[src/rtl/lp_feeder.sv]
// Host-side feeder for the 2-variable integer LP solver: holds one problem,
// checks it is bounded, streams it as a 7-beat burst and returns the solver result.
module lp_feeder #(
    parameter int TIMEOUT = 1048576,
    parameter int TW      = 25
) (
    input  logic               clk,
    input  logic               rst_n,
    input  logic               ld_valid,
    input  logic        [2:0]  ld_addr,
    input  logic signed [5:0]  ld_a1,
    input  logic signed [5:0]  ld_a2,
    input  logic signed [11:0] ld_b,
    input  logic               start,
    output logic               in_valid,
    output logic signed [5:0]  in_a1,
    output logic signed [5:0]  in_a2,
    output logic signed [11:0] in_b,
    input  logic               sol_valid,
    input  logic signed [11:0] sol_value,
    output logic               busy,
    output logic               done,
    output logic signed [11:0] result,
    output logic               err,
    output logic               timeout
);

    typedef enum logic [2:0] {IDLE, CHECK, SEND, WAIT, FIN} state_t;

    localparam logic signed [5:0]  C_ONE  = 6'sd1;
    localparam logic signed [5:0]  C_NEG  = -6'sd1;
    localparam logic signed [5:0]  C_ZERO = 6'sd0;
    localparam logic signed [11:0] R_TMO  = -12'sd2048;
    localparam logic [TW-1:0]      CNT_LAST = TW'(TIMEOUT - 1);

    state_t             state, nstate;
    logic        [2:0]  beat, nbeat;
    logic [TW-1:0]      cnt, ncnt;
    logic signed [11:0] nxt_result;
    logic               nxt_err, nxt_timeout;

    // Entry 7 is never written and stays zero.
    logic signed [5:0]  rf_a1 [0:7];
    logic signed [5:0]  rf_a2 [0:7];
    logic signed [11:0] rf_b  [0:7];

    logic               found_px, found_nx, found_py, found_ny;
    logic signed [11:0] b_px, b_nx, b_py, b_ny;
    logic               bounded;

    // Opposing bounds are consistent when their right-hand sides sum to >= 0 at 13 bits.
    function automatic logic pair_ok(input logic signed [11:0] x, input logic signed [11:0] y);
        logic signed [12:0] s;
        s = $signed({x[11], x}) + $signed({y[11], y});
        return !s[12];
    endfunction

    always_ff @(posedge clk or negedge rst_n) begin
        if (!rst_n) begin
            for (int i = 0; i < 8; i++) begin
                rf_a1[i] <= '0;
                rf_a2[i] <= '0;
                rf_b[i]  <= '0;
            end
        end else if (state == IDLE && ld_valid && ld_addr != 3'd7) begin
            rf_a1[ld_addr] <= ld_a1;
            rf_a2[ld_addr] <= ld_a2;
            if (ld_addr != 3'd0)
                rf_b[ld_addr] <= ld_b;
        end
    end

    // Ascending scan so the highest-numbered matching row wins.
    always_comb begin
        found_px = 1'b0; found_nx = 1'b0; found_py = 1'b0; found_ny = 1'b0;
        b_px = '0; b_nx = '0; b_py = '0; b_ny = '0;
        for (int i = 1; i <= 6; i++) begin
            if (rf_a1[i] == C_ONE && rf_a2[i] == C_ZERO) begin found_px = 1'b1; b_px = rf_b[i]; end
            if (rf_a1[i] == C_NEG && rf_a2[i] == C_ZERO) begin found_nx = 1'b1; b_nx = rf_b[i]; end
            if (rf_a1[i] == C_ZERO && rf_a2[i] == C_ONE) begin found_py = 1'b1; b_py = rf_b[i]; end
            if (rf_a1[i] == C_ZERO && rf_a2[i] == C_NEG) begin found_ny = 1'b1; b_ny = rf_b[i]; end
        end
        bounded = found_px && found_nx && found_py && found_ny &&
                  pair_ok(b_px, b_nx) && pair_ok(b_py, b_ny);
    end

    always_comb begin
        nstate      = state;
        nbeat       = beat;
        ncnt        = cnt;
        nxt_result  = result;
        nxt_err     = err;
        nxt_timeout = timeout;
        case (state)
            IDLE: begin
                if (start) begin
                    nstate      = CHECK;
                    nxt_err     = 1'b0;
                    nxt_timeout = 1'b0;
                end
            end
            CHECK: begin
                if (bounded) begin
                    nstate = SEND;
                    nbeat  = 3'd0;
                end else begin
                    nstate  = FIN;
                    nxt_err = 1'b1;
                end
            end
            SEND: begin
                if (beat == 3'd6) begin
                    nstate = WAIT;
                    ncnt   = '0;
                end else begin
                    nbeat = beat + 3'd1;
                end
            end
            WAIT: begin
                if (sol_valid) begin
                    nstate     = FIN;
                    nxt_result = sol_value;
                end else if (cnt == CNT_LAST) begin
                    nstate      = FIN;
                    nxt_timeout = 1'b1;
                    nxt_result  = R_TMO;
                end else begin
                    ncnt = cnt + 1'b1;
                end
            end
            FIN:     nstate = IDLE;
            default: nstate = IDLE;
        endcase
    end

    // Outputs are loaded from next-state values so every port comes straight off a flop.
    always_ff @(posedge clk or negedge rst_n) begin
        if (!rst_n) begin
            state    <= IDLE;
            beat     <= '0;
            cnt      <= '0;
            in_valid <= 1'b0;
            in_a1    <= '0;
            in_a2    <= '0;
            in_b     <= '0;
            busy     <= 1'b0;
            done     <= 1'b0;
            result   <= '0;
            err      <= 1'b0;
            timeout  <= 1'b0;
        end else begin
            state    <= nstate;
            beat     <= nbeat;
            cnt      <= ncnt;
            in_valid <= (nstate == SEND);
            in_a1    <= (nstate == SEND) ? rf_a1[nbeat] : '0;
            in_a2    <= (nstate == SEND) ? rf_a2[nbeat] : '0;
            in_b     <= (nstate == SEND && nbeat != 3'd0) ? rf_b[nbeat] : '0;
            busy     <= (nstate != IDLE);
            done     <= (nstate == FIN);
            result   <= nxt_result;
            err      <= nxt_err;
            timeout  <= nxt_timeout;
        end
    end

endmodule

[config.mk]
export PLATFORM = sky130hd
export DESIGN_NAME = lp_feeder
export DESIGN_NICKNAME = d
export VERILOG_FILES = /design/src/rtl/lp_feeder.sv
export SDC_FILE = /design/constraint.sdc
export NUM_CORES = 1
export LEC_CHECK = 0
export CORE_UTILIZATION = 30
export CTS_CLUSTER_DIAMETER = 150
export DETAILED_ROUTE_END_ITERATION = 12
export PLACE_DENSITY = 0.48
export SLEW_MARGIN = 20
export SYNTH_ARGS = -nofsm -noshare
export SYNTH_HDL_FRONTEND = slang
export SYNTH_SLANG_ARGS = --single-unit
[constraint.sdc]
create_clock -name clk -period 6.25 [get_ports clk]
set_clock_uncertainty 0.1 [all_clocks]
set_input_delay 1.25 -clock clk [delete_from_list [all_inputs] [get_ports clk]]
set_output_delay 1.25 -clock clk [all_outputs]
set_load 0.05 [all_outputs]
Yosys cells after proc, flatten, opt, wreduce, memory -nomap -nowiden
Index checks and enable logic that the tools add are counted.
- add/subtract/negate cells: 4
- multiply operators: 0
- div/mod/pow operators: 0
- magnitude comparators: 3
- equal/unequal tests: 38
- shift operators: 0
- muxes and demuxes: 88
- bitwise operators: 2
- reduce and logical (&&, ||, !) cells: 60
- operator list (cell ; count):
    $mux W12 ; 30
    $bwmux W48 ; 2
    $bwmux W96 ; 1
    $mux W25 ; 3
    $eq A6 B1 Y1 const B ; 12
    $eq A6 B2 Y1 const B ; 12
    $logic_not A6 Y1 ; 12
    $pmux W25 S2 ; 1
    $mux W6 ; 7
    $bmux W12 S3 ; 1
    $bmux W6 S3 ; 2
    $demux W12 S3 ; 1
    $logic_and A1 B1 Y1 ; 33
    $mux W1 ; 28
    $add A12 B12 Y13 ; 2
    $add A25 B1 Y25 const B ; 1
    $eq A25 B20 Y1 const B ; 1
    $mux W3 ; 7
    $demux W6 S3 ; 1
    $ne A2 B2 Y1 const B ; 6
    $pmux W3 S4 ; 1
    $eq A3 B2 Y1 const B ; 3
    $reduce_bool A3 Y1 ; 3
    $ge A4 B4 Y1 const B ; 2
    other kinds (14) ; 23
- flip-flop bits (word level): 264
- latch bits: 0
- bits in writable memories: 0
- ROM bits: 0
- input port bits: 44
- word-level logic and storage cells: 231
- memories: 0

Depth between registers and ports, before layout
- depth in word-level cells: 20
- gate-level depth with buffers: 25

Worst setup path after synthesis
OpenSTA, ideal clock, no wires.
- path type: register to register
- start: register rf_a2[34] (netlist bit)
- end: register in_b[10]
- setup time: 0.132 ns
- data arrival time: 4.527 ns
- required time: 6.018 ns
- slack: 1.491 ns
- cell stages (with the launch flop): 25
- buffers on the path: 4
- cell sequence: dfrtp_1 nor4b_1 nand2_1 nor3_1 clkbuf_1 mux2i_1 o211ai_1 o21ai_0 nand2_1 o21ai_0 a21oi_1 ha_1 nand4_1 a2111oi_0 a211oi_1 nor2_1 nand2_1 nor4_1 nand4_1 and2_1 buf_2 buf_4 buf_2 a31oi_1 nand4_1
- cells in the longest elaborated chain, start to end: 19
- ends and longest elaborated chain (item ; line ; RTL):
    start: declaration ; 44 ; logic signed [5:0] rf_a2 [0:7];
    start signal: indexed assignment ; 67 ; rf_a2[ld_addr] <= ld_a2;
    parallel branches: the longest is 11 deep, another holds $add A12 B12 Y13 ; -- ;
    $logic_and A1 B1 Y1 (*) ; 84 ; pair_ok(b_px, b_nx) && pair_ok(b_py, b_ny);
    $mux W3 (*) ; 103 ; if (bounded) begin
    $pmux W3 S2 (*) ; 94 ; case (state)
    via nbeat[1] ; 37 ; logic [2:0] beat, nbeat;
    $not A3 Y4 (not written as such) ; 158 ; in_b <= (nstate == SEND && nbeat != 3'd0) ? rf_b[nbeat] : '0;
    $bmux W12 S3 ; 158 ;
    $mux W12 (not written as such) (2 in series) ; 158 ;
    $mux W12 (*) ; 158 ;
    end signal: assignment ; 158 ;
    end: declaration ; 18 ; output logic signed [11:0] in_b,
Mark *: on every way through the listed nets, which the timed path passes. The select of a mux whose other input is x is not followed.
A chain may end at the register's enable or synchronous reset.

Worst setup path after layout
- start: register rf_a1[37] (netlist bit)
- end: register in_b[4]
- cells in the longest elaborated chain, start to end: 20
- ends and longest elaborated chain (item ; line ; RTL):
    start: declaration ; 43 ; logic signed [5:0] rf_a1 [0:7];
    start signal: indexed assignment ; 66 ; rf_a1[ld_addr] <= ld_a1;
    parallel branches: the longest is 12 deep, another holds $add A12 B12 Y13 ; -- ;
    $logic_and A1 B1 Y1 (*) ; 84 ;
    $mux W3 ; 103 ;
    $pmux W3 S2 ; 94 ;
    $not A3 Y4 (not written as such) ; 158 ;
    $bmux W12 S3 ; 158 ;
    $mux W12 (not written as such) (2 in series) ; 158 ;
    $mux W12 (*) ; 158 ;
Every way passes the cells marked *. The select of a mux whose other input is x is not followed.

==> results.yml <==
status:
  run_status: "finished, violations left"
  violations: "design-rule violations"
worst_hold_path:
  min_path_type: "reg2reg"
  hold_path_end: "rf_b[0]"
  min_from: "rf_b[0]"
  min_delay_path_depth: 0
route:
  first_pass_iters: 9
  vias_per_cell: 5.46
  totalWireLength_mm: 46.8
  detail_route.wl_per_cell_um: 21.6
  postRouteAntennaNets: 0
  drtIter0Drc: 828
  vias: 11824
  drcViolationCount: 3
power_and_ir_drop:
  power.leakage_uw: 0.00728
  power_density_nw_per_um2: 299
  ir_drop_uv: 192
cells_and_area:
  layout-area-overhead-vs-synth_pct: 18.6
  num_antenna_cells: 0
  layout-drive-gt1-share: 0.183
  layout.nets: 1602
clock_tree:
  clockBufferDepth: 3
  ctsResizeCount: 0
  root_buffer: "clkbuf_16"
  cts_tree: "done"
  cts.sinks: 252
  clk_latency_ns: 0.60
  clk_pin_slew_worst_paths_ns: 0.06
  h-tree-depth: 1
  postCtsSetupBuffers: 0
  cts_made_buffers: 31
  hold_buffers: 0
placed_design:
  place_hpwl_mm: 31.3
  gp_congestion: 0.881
  dpl_worst_slack_ns: 0.828
  portBuffers: 84
synthesis:
  synthDistinctLibCells: 65
  synthArstFlopShare: 1.00
  synth_cells: 1485
  avgSynthCellArea_um2: 9.64
  syn-num-nets: 1554
  yosysWarnings: 0
  ys_ff_latch: 252
  seq_area_frac_synth: 0.441
  yosys-top-cells-area: "dfrtp_1 44%, mux2_2 12%, nand2_1 5.0%"
  synth.top_cell.area_share: 0.441
  synth_area_um2: 14300
  synth_edf_count: 0
  ys.flop_type: "dfrtp_1"
  yosys.area.top_type: "dfrtp_1"
timing:
  fin_setup_tns_ns: 0
  worst_pin_slew_ns: 1.06
  finalHoldViolations: 0
  period_share: 0.889
  slew-limit-headroom: 0.290
  fmaxAchievable_mhz: 180
  rsz0062_at_grt: "false"
  setup_ws_ns: 0.694
  finalSetupViolCount: 0
  slew_violations: 0
  layout_min_cycle_time_ns: 5.56
setup_path:
  worstSetupPathType: "reg2reg"
  cp_max_fo: 18
  ff2ff_path_depth: 22
  crit_required_ns: 6.67
  end_kind: "flop"
  r2r_slack_ns: 0.69
  cp-start-kind: "flop"
  r2r-start: "rf_a1[37]"
  rr_endpoint: "in_b[4]"
  crit_arrival_ns: 5.98
global_route:
  grt_pass1_wl_mm: 72.4
  grt_max_degree: 109
  grt_overflow: 0
  antenna_found_initial: 1
  grt_pass1_vias: 11653
  grt_usage: 0.195
floorplanning:
  die_area_um2: 48600
  io_pins: 85
  die_h_um: 220
  die_w_um: 220
  core_um2: 46900
  start_util: 0.306
  num_rows: 79
run:
  max_cap_viol_count: 0
[power breakdown]
part | switching (uW) | total [uW] | internal (uW)
Clock | 758 | 1930 | 1170
Combinational | 306 | 698 | 392
Sequential | 487 | 2450 | 1960
[cells by family (layout without fill, tap and decap cells)]
| kind of cell | Yosys count | after routing | synth area share |
|---|---|---|---|
| simple gates | 494 | 494 | 0.166 |
| compound gates | 331 | 331 | 0.142 |
| flops | 252 | 252 | 0.441 |
| mux | 240 | 240 | 0.183 |
| buf+inv | 121 | 194 | 0.0331 |
| fa+ha+maj | 25 | 25 | 0.0219 |
| xor+xnor | 22 | 22 | 0.0135 |
[metal layers]
layer  wire [um]  GRT usage
met1       22300      0.276
met2       21100      0.306
met3        2260     0.0297
met4        1130     0.0561
met5           0          0
[metrics by stage]
stage | instance area (um2) | power [uW] | utilization | std cells | hold slack (ns)
finish | 17000 | 5080 | 0.362 | 2165 | 0.273
global route | 17000 | 5320 | 0.362 | 2165 | 0.280
CTS | 17000 | 5120 | 0.362 | 2165 | 0.273
detailed placement | 15900 | 3160 | 0.339 | 2107 | 0.260
global placement | 15900 | 3140 | 0.339 | 2107 | 0.259
floorplan | 14300 | 2790 | - | 1485 | 0.321
[Yosys cell counts, types with 3 or more instances]
cell,count
a211oi_1,3
a21o_1,4
a21oi_1,87
a22o_1,23
a22oi_1,24
a31oi_1,15
and2_1,5
and3_1,12
and4_1,6
buf_1,3
buf_2,7
clkbuf_1,99
dfrtp_1,252
ha_1,25
inv_1,10
mux2_1,19
mux2_2,158
mux2i_1,63
nand2_1,192
nand2b_1,11
nand3_1,33
nand3b_1,5
nand4_1,39
nor2_1,107
nor2b_1,5
nor3_1,24
nor3b_1,6
nor4_1,10
nor4b_1,6
o211ai_1,56
o21ai_0,99
o21ai_1,7
or2_2,4
or3_1,10
or4_1,3
xnor2_1,7
xor2_1,15
[worst max-delay path: stages, from the launching register on]
cell and delay [ns]:
dfrtp_1 0.40, or3_1 0.40, nor4_1 0.56, a21bo_2 0.25, nand2b_1 0.20, buf_4 0.25, o211ai_1 0.17, o21ai_0 0.10
nor2_1 0.11, a21oi_1 0.05, a21oi_1 0.17, ha_1 0.26, nor4_1 0.33, a21oi_1 0.10, a211oi_1 0.39, nor2_1 0.09
nand2_1 0.08, nor4_1 0.05, nand4_1 0.11, and2_2 0.42, buf_4 0.36, mux2_1 0.35, nand4_1 0.13
[registers in the layout, summed over array words and instances (netlist names), 3 cells and up]
name	count
rf_b	84
rf_a1	48
rf_a2	48
cnt	25
in_b	12
result	12
in_a1	6
in_a2	6
beat	3
state	3
[layout make-up]
cell class | instances | area (um2)
multi-input combinational | 1112 | 7590
clock inverter | 18 | 220
sequential | 252 | 6310
fill | 4728 | 29900
inverter | 10 | 37.5
tap | 607 | 759
clock buffer | 40 | 890
timing repair buffer | 126 | 1170
[how the worst max path moves through the flow]
stage,from,to,depth (start not counted)
after CTS,rf_a1[24],in_b[9],20
after global routing,rf_a2[37],in_b[1],23
after detailed placement,rf_a1[24],in_b[10],20
after global placement,rf_a2[25],in_b[9],22
final,rf_a1[37],in_b[4],22
after floorplan,rf_a2[34],in_b[10],24
[placed cells by master (no fill, tap or decap), types with 9 or more instances in the layout]
master	count
mux2_2	158
o21ai_0	99
nand3_1	33
buf_4	41
o211ai_1	56
nor3_1	20
a22o_1	23
clkbuf_16	31
nand2b_1	11
nand4_1	39
nor4_1	9
or3_1	10
dfrtp_1	252
inv_1	10
mux2_1	19
a22oi_1	24
xor2_1	15
and3_1	11
clkdlybuf4s50_1	83
ha_1	25
a31oi_1	15
nand2_1	192
mux2i_1	63
a21oi_1	87
nor2_1	105
No activity file was read; power rests on OpenSTA's default activity.
